## config.mk

```make
export PLATFORM = sky130hd
export DESIGN_NAME = cam_capture_param
export DESIGN_NICKNAME = d
export VERILOG_FILES = /design/src/rtl/cam_pkg.sv /design/src/rtl/cam_pix_convert.sv /design/src/rtl/cam_capture_param.sv
export SDC_FILE = /design/constraint.sdc
export NUM_CORES = 1
export LEC_CHECK = 0
export BUFFER_PORTS_ARGS = -buffer_cell sky130_fd_sc_hd__buf_4
export CORE_UTILIZATION = 55
export CTS_CLUSTER_DIAMETER = 50
export DETAILED_ROUTE_END_ITERATION = 10
export GPL_TIMING_DRIVEN = 0
export PLACE_DENSITY = 0.77
export SYNTH_ARGS = -nofsm -noshare
export SYNTH_HDL_FRONTEND = slang
export SYNTH_HIERARCHICAL = 1
export SYNTH_SLANG_ARGS = --single-unit
```

## constraint.sdc

```tcl
create_clock -name ipclk -period 3.3 [get_ports ipclk]
set_clock_uncertainty 0.05 [all_clocks]
set_input_delay 0.495 -clock ipclk [delete_from_list [all_inputs] [get_ports ipclk]]
set_output_delay 0.495 -clock ipclk [all_outputs]
set_load 0.05 [all_outputs]
```

## src/rtl/cam_pkg.sv

```systemverilog
// Shared types and defaults for the DVP camera capture path.
package cam_pkg;
    localparam int DEF_H_RES = 640;
    localparam int DEF_V_RES = 480;

    typedef enum logic [1:0] {
        PF_RGB565 = 2'd0,
        PF_RGB444 = 2'd1,
        PF_YUV_Y  = 2'd2
    } pix_fmt_t;

    typedef enum logic [1:0] {
        DEC_1 = 2'd0,
        DEC_2 = 2'd1,
        DEC_4 = 2'd2
    } decim_t;

    typedef enum logic {
        WAIT_VS = 1'b0,
        ACTIVE  = 1'b1
    } cap_state_t;

    // Reserved encodings fold onto the nearest meaningful setting.
    function automatic pix_fmt_t decode_fmt(input logic [1:0] m);
        pix_fmt_t f;
        case (m)
            2'd1:    f = PF_RGB444;
            2'd2:    f = PF_YUV_Y;
            default: f = PF_RGB565;
        endcase
        return f;
    endfunction

    function automatic decim_t decode_decim(input logic [1:0] d);
        decim_t r;
        case (d)
            2'd0:    r = DEC_1;
            2'd1:    r = DEC_2;
            default: r = DEC_4;
        endcase
        return r;
    endfunction
endpackage

```

## src/rtl/cam_pix_convert.sv

```systemverilog
// Second pipeline stage: turns a two-byte sensor pixel into registered RGB888.
module cam_pix_convert
    import cam_pkg::*;
(
    input  logic        i_clk,
    input  logic        i_rst_n,
    input  pix_fmt_t    i_fmt,
    input  logic [7:0]  i_b0,
    input  logic [7:0]  i_b1,
    input  logic        i_valid,
    output logic [23:0] o_rgb,
    output logic        o_valid
);
    logic [4:0]  w_r5;
    logic [5:0]  w_g6;
    logic [4:0]  w_b5;
    logic [23:0] w_rgb;
    logic [23:0] r_rgb;
    logic        r_valid;

    assign w_r5 = i_b0[7:3];
    assign w_g6 = {i_b0[2:0], i_b1[7:5]};
    assign w_b5 = i_b1[4:0];

    // Channels are widened by replicating their MSBs so full scale maps to 0xFF.
    always_comb begin
        w_rgb = {w_r5, w_r5[4:2], w_g6, w_g6[5:4], w_b5, w_b5[4:2]};
        case (i_fmt)
            PF_RGB444: w_rgb = {i_b0[3:0], i_b0[3:0], i_b1[7:4], i_b1[7:4],
                                i_b1[3:0], i_b1[3:0]};
            PF_YUV_Y:  w_rgb = {i_b0, i_b0, i_b0};
            default:   ;
        endcase
    end

    always_ff @(posedge i_clk or negedge i_rst_n) begin
        if (!i_rst_n) begin
            r_rgb   <= '0;
            r_valid <= 1'b0;
        end else begin
            r_valid <= i_valid;
            if (i_valid) r_rgb <= w_rgb;
        end
    end

    assign o_rgb   = r_rgb;
    assign o_valid = r_valid;
endmodule

```

## src/rtl/cam_capture_param.sv

```systemverilog
// DVP byte-stream capture: frames gated at vsync fall, two bytes per pixel,
// optional decimation, linear write addresses, sticky line/overflow flags.
module cam_capture_param
    import cam_pkg::*;
#(
    parameter int H_RES  = DEF_H_RES,
    parameter int V_RES  = DEF_V_RES,
    parameter int ADDR_W = 19,
    parameter int FCNT_W = 8
) (
    input  logic              ipclk,
    input  logic              ireset_n,
    input  logic              ivsync,
    input  logic              ihref,
    input  logic [7:0]        idata,
    input  logic              ienable,
    input  logic [1:0]        imode,
    input  logic [1:0]        idecim,
    output logic              owr_en,
    output logic [ADDR_W-1:0] oaddr,
    output logic [23:0]       odata_out,
    output logic              oframe_start,
    output logic              oframe_done,
    output logic [FCNT_W-1:0] oframe_cnt,
    output logic              oline_err,
    output logic              oovf
);
    localparam int CW  = 16;
    // One spare address bit so "one past the last pixel" never aliases to 0.
    localparam int AW1 = ADDR_W + 1;
    localparam logic [AW1-1:0] MAX_D1 = AW1'(H_RES * V_RES - 1);
    localparam logic [AW1-1:0] MAX_D2 = AW1'((H_RES >> 1) * (V_RES >> 1) - 1);
    localparam logic [AW1-1:0] MAX_D4 = AW1'((H_RES >> 2) * (V_RES >> 2) - 1);

    logic              r_vsync, r_href, r_vsync_d, r_href_d;
    logic [7:0]        r_data;
    cap_state_t        r_state, w_state_next;
    pix_fmt_t          r_fmt;
    decim_t            r_decim;
    logic              r_phase;
    logic [7:0]        r_b0;
    logic [CW-1:0]     r_x, r_y, w_mask;
    logic [AW1-1:0]    r_addr, r_max, w_max_new;
    logic [ADDR_W-1:0] r_addr_out;
    logic              r_frame_start, r_frame_done, r_line_err, r_ovf;
    logic [FCNT_W-1:0] r_frame_cnt;
    logic              w_vs_fall, w_vs_rise, w_href_rise, w_href_fall;
    logic              w_start, w_done, w_byte, w_second, w_kept, w_in_range, w_wr;
    logic              w_cv_valid;
    logic [23:0]       w_cv_rgb;

    always_ff @(posedge ipclk or negedge ireset_n) begin
        if (!ireset_n) begin
            r_vsync   <= 1'b0;
            r_href    <= 1'b0;
            r_data    <= '0;
            r_vsync_d <= 1'b0;
            r_href_d  <= 1'b0;
        end else begin
            r_vsync   <= ivsync;
            r_href    <= ihref;
            r_data    <= idata;
            r_vsync_d <= r_vsync;
            r_href_d  <= r_href;
        end
    end

    assign w_vs_fall   = r_vsync_d & ~r_vsync;
    assign w_vs_rise   = ~r_vsync_d & r_vsync;
    assign w_href_rise = ~r_href_d & r_href;
    assign w_href_fall = r_href_d & ~r_href;

    always_ff @(posedge ipclk or negedge ireset_n) begin
        if (!ireset_n) r_state <= WAIT_VS;
        else           r_state <= w_state_next;
    end

    always_comb begin
        w_state_next = r_state;
        w_start      = 1'b0;
        w_done       = 1'b0;
        case (r_state)
            WAIT_VS: if (w_vs_fall && ienable) begin
                w_state_next = ACTIVE;
                w_start      = 1'b1;
            end
            ACTIVE: if (w_vs_rise) begin
                w_state_next = WAIT_VS;
                w_done       = 1'b1;
            end
            default: w_state_next = WAIT_VS;
        endcase
    end

    always_comb begin
        w_mask = '0;
        case (r_decim)
            DEC_2:   w_mask = CW'(1);
            DEC_4:   w_mask = CW'(3);
            default: w_mask = '0;
        endcase
    end

    always_comb begin
        w_max_new = MAX_D1;
        case (decode_decim(idecim))
            DEC_2:   w_max_new = MAX_D2;
            DEC_4:   w_max_new = MAX_D4;
            default: w_max_new = MAX_D1;
        endcase
    end

    // A byte on the href rising edge always starts a new pixel.
    assign w_byte     = (r_state == ACTIVE) & r_href;
    assign w_second   = w_byte & ~w_href_rise & r_phase;
    assign w_kept     = w_second && ((r_x & w_mask) == '0) && ((r_y & w_mask) == '0);
    assign w_in_range = (r_addr <= r_max);
    assign w_wr       = w_kept & w_in_range;

    always_ff @(posedge ipclk or negedge ireset_n) begin
        if (!ireset_n) begin
            r_fmt         <= PF_RGB565;
            r_decim       <= DEC_1;
            r_phase       <= 1'b0;
            r_b0          <= '0;
            r_x           <= '0;
            r_y           <= '0;
            r_addr        <= '0;
            r_max         <= '0;
            r_addr_out    <= '0;
            r_frame_start <= 1'b0;
            r_frame_done  <= 1'b0;
            r_frame_cnt   <= '0;
            r_line_err    <= 1'b0;
            r_ovf         <= 1'b0;
        end else begin
            r_frame_start <= w_start;
            r_frame_done  <= w_done;
            if (w_done) r_frame_cnt <= r_frame_cnt + FCNT_W'(1);
            if (w_wr)   r_addr_out  <= r_addr[ADDR_W-1:0];
            if (w_start) begin
                r_fmt      <= decode_fmt(imode);
                r_decim    <= decode_decim(idecim);
                r_max      <= w_max_new;
                r_addr     <= '0;
                r_x        <= '0;
                r_y        <= '0;
                r_phase    <= 1'b0;
                r_line_err <= 1'b0;
                r_ovf      <= 1'b0;
            end else if (r_state == ACTIVE) begin
                if (w_byte) begin
                    if (w_href_rise || !r_phase) begin
                        r_b0    <= r_data;
                        r_phase <= 1'b1;
                        if (w_href_rise) r_x <= '0;
                    end else begin
                        r_phase <= 1'b0;
                        r_x     <= r_x + CW'(1);
                    end
                end
                // Any dangling first byte is simply dropped here.
                if (w_href_fall) begin
                    r_phase <= 1'b0;
                    r_y     <= r_y + CW'(1);
                    if (r_phase || (r_x != CW'(H_RES))) r_line_err <= 1'b1;
                end
                if (w_wr) r_addr <= r_addr + AW1'(1);
                if (w_kept && !w_in_range) r_ovf <= 1'b1;
            end
        end
    end

    cam_pix_convert u_conv (
        .i_clk   (ipclk),
        .i_rst_n (ireset_n),
        .i_fmt   (r_fmt),
        .i_b0    (r_b0),
        .i_b1    (r_data),
        .i_valid (w_wr),
        .o_rgb   (w_cv_rgb),
        .o_valid (w_cv_valid)
    );

    assign owr_en       = w_cv_valid;
    assign oaddr        = r_addr_out;
    assign odata_out    = w_cv_rgb;
    assign oframe_start = r_frame_start;
    assign oframe_done  = r_frame_done;
    assign oframe_cnt   = r_frame_cnt;
    assign oline_err    = r_line_err;
    assign oovf         = r_ovf;
endmodule

```

==> results_dict.tcl <==
set metrics [dict create \
    syn_avg_cell_area_um2 10.4 \
    ys_seq_elements 123 \
    swShare 0.381 \
    ios 73 \
    hold_class "input port to flop" \
    routed_wl_mm 14.5 \
    rr_worst_depth 12 \
    initial_core_util 0.575 \
    max_slew.worst_pin.slew_ps 996 \
    cp_slowest_stage_delay_ps 390 \
    die_area_mm2 0.0114 \
    seq_power_share 0.341 \
    r2r-end "u_conv/o_rgb[14]" \
    routed_via_density 5.91 \
    core_mm2 0.0105 \
    placement_rows 37 \
    power_density_mw_per_mm2 836 \
    design.final.nets 714 \
    yosysWarningCount 6 \
    hp-start "ivsync" \
    whs_ps 22.2 \
    crit_chain "clkinvlp_4 -> ha_1 -> and4_1 -> and4bb_1 -> o21ai_1 -> o211ai_2 -> a21oi_2 -> buf_4 -> buf_2 -> buf_2 -> nand2_1 -> o22ai_1" \
    hold_end "r_vsync" \
    antenna_found_initial 0 \
    grt_max_degree 92 \
    drive_above_1_share 0.246 \
    crit_type "flop to flop" \
    final_cell_area_mm2 0.00745 \
    startpoint_type "flop" \
    drtIter0Drc 402 \
    reg2reg_slack_ps 180 \
    clkSinkCount 123 \
    hold_viol 0 \
    peakVddDrop_mv 0.782 \
    synth_edf_count 0 \
    dpl_cell_area_mm2 0.00676 \
    regToRegStartpoint "r_max[11]" \
    wl_per_cell_um 17.6 \
    numPortBuffers 72 \
    power_switching_uw 2370 \
    p_clk_frac 0.322 \
    arrival_ps 3510 \
    grt_pass1_wl_mm 23.8 \
    leakagePower_uw 0.00350 \
    maxSlewViolCount 0 \
    antenna_left 0 \
    grt_pass1_vias 4839 \
    final_common_cell "dfrtp_1" \
    track_usage 0.273 \
    p_comb_frac 0.337 \
    ys.flop_type "dfrtp_1" \
    place.gp.congestion 0.874 \
    ys_types 59 \
    cts_buffers 17 \
    via_count 4862 \
    intPower_uw 3860 \
    ys_seq_area_frac 0.512 \
    status "finished, final reports clean" \
    critPathMaxFanout 11 \
    synth_nets 618 \
    required_ps 3690 \
    fin_crit_sh 0.944 \
    drc 0 \
    drt_pass1_iterations 8 \
    crit_top_cell "buf_2" \
    finalCriticalPeriod_ps 3120 \
    cp-end-kind "flop" \
    areaGrowthSynthToFinish_pct 23.9 \
    holdPathStages 1 \
    dp_cells 786 \
    final_cell_mix "123 x dfrtp_1, 77 x buf_4, 53 x nand2_1" \
    clkSlewWorstSetupHoldPaths_ps 60 \
    setup_violations 0 \
    cts_tree "done" \
    cts-root-buf "clkbuf_8" \
    synth_area_mm2 0.00601 \
    hpwlAfterDp_mm 10.0 \
    cts_max_level 4 \
    final_cells 822 \
    fmax_mhz 321 \
    slowest_stage "dfrtp_1" \
    antenna_cells 0 \
    die_h_um 107 \
    die_w_um 107 \
    clk_latency_ps 520 \
    grt-ovfl-total 0 \
    ys_async_sr_fraction 1.00 \
    cts_buffer_depth 2 \
    cap_violations 0 \
    slew_headroom 0.329 \
    syn_inst 577 \
]
critical path: cells and delay by family (launching register included):
kind | cells | cell delay [ps]
simple gates | 3 | 560
buf+inv | 4 | 940
fa+ha+maj | 1 | 350
compound gates | 4 | 730
flops | 1 | 390
what timing repair did:
item                                    4_1_cts  5_1_grt
setup buffers                                 0        3
resized for setup                             1        5
endpoints found under the setup margin       16       24
pin swaps                                     0        1
cloned                                        0        0
endpoints found under the hold margin        32        0
hold buffers                                  1        0
state kept, by name, summed over array words and instances (netlist names), 3 cells and up:
| name | count |
|---|---|
| u_conv/o_rgb | 24 |
| r_addr | 20 |
| oaddr | 19 |
| r_x | 16 |
| oframe_cnt | 8 |
| r_b0 | 8 |
| r_data | 8 |
| r_max | 3 |
area by class of cell:
class | instances | area [um^2]
clock inverters | 13 | 215
well taps | 136 | 170
inverters | 29 | 113
multi-input cells | 400 | 2700
flip-flops and latches | 123 | 3080
plain buffers | 25 | 139
repair buffers | 77 | 604
clock buffers | 19 | 432
fillers | 772 | 3010
cell families after synthesis:
| group | after synthesis | synth area share |
|---|---|---|
| AND/OR/NAND/NOR | 193 | 0.168 |
| AO/OA/AOI/OAI | 129 | 0.137 |
| flip-flops | 123 | 0.512 |
| buffers and inverters | 54 | 0.0408 |
| multiplexers | 38 | 0.0691 |
| adder cells (fa/ha/maj) | 24 | 0.0499 |
| XOR/XNOR | 16 | 0.0233 |
power by group through the flow:
stage	sequential, uW	clock, uW	combinational (uW)
CTS	2120	2030	2100
global route	2160	2100	2240
finish	2130	2000	2100
detailed placement	2140	0	2090
floorplan	2890	0	646
global placement	2120	0	2040
per-layer routing:
| layer | wire, um | track usage |
|---|---|---|
| met5 | 0 | 0 |
| met4 | 282 | 0.103 |
| met3 | 957 | 0.0656 |
| met2 | 6780 | 0.421 |
| met1 | 6470 | 0.375 |
worst max path at each step:
| stage | start | end | depth (start not counted) |
|---|---|---|---|
| finish | r_max[11] | u_conv/o_rgb[14] | 12 |
| global route | r_max[11] | u_conv/o_rgb[12] | 12 |
| CTS | r_max[11] | u_conv/o_rgb[1] | 11 |
| detailed placement | r_max[11] | u_conv/o_rgb[1] | 11 |
| global placement | r_max[11] | u_conv/o_rgb[1] | 11 |
| floorplan | r_max[11] | u_conv/o_rgb[0] | 11 |
cell usage after synthesis (3+ instances only):
master | count | area share
nand2_1 | 53 | 0.033
o31ai_1 | 8 | 0.010
o21ai_0 | 29 | 0.024
inv_1 | 29 | 0.018
mux2i_1 | 10 | 0.017
and4_1 | 5 | 0.0073
nor3_1 | 5 | 0.0042
clkbuf_1 | 10 | 0.0062
a22oi_1 | 9 | 0.011
buf_6 | 3 | 0.0056
mux2_2 | 28 | 0.052
and3_1 | 5 | 0.0052
a21o_1 | 9 | 0.011
ha_1 | 24 | 0.050
nand4_1 | 7 | 0.0073
a211oi_1 | 3 | 0.0037
or3_1 | 4 | 0.0042
buf_2 | 10 | 0.0083
o41ai_1 | 3 | 0.0044
nand3b_1 | 4 | 0.0050
a31oi_1 | 8 | 0.0083
xnor2_1 | 12 | 0.017
nor2_1 | 40 | 0.025
a21oi_1 | 34 | 0.028
or2_2 | 9 | 0.0094
dfrtp_1 | 123 | 0.51
or4_1 | 7 | 0.0087
nor2b_1 | 3 | 0.0031
nand3_1 | 24 | 0.020
a2111oi_0 | 3 | 0.0044
nand2b_1 | 8 | 0.0083
xor2_1 | 4 | 0.0058
nor4_1 | 6 | 0.0062
o22ai_1 | 9 | 0.0094
metrics by stage:
step                      power (uW)   util  setup TNS [ps]  setup WS, ps
after floorplan                 3540      -               0           551
after global placement          4160  0.643               0          39.6
after detailed placement        4230  0.646            -177         -71.6
after CTS                       6250  0.709               0          18.7
after global routing            6500  0.712           -52.6         -40.4
final                           6230  0.712               0           184
(Power assumes the default switching activity.)
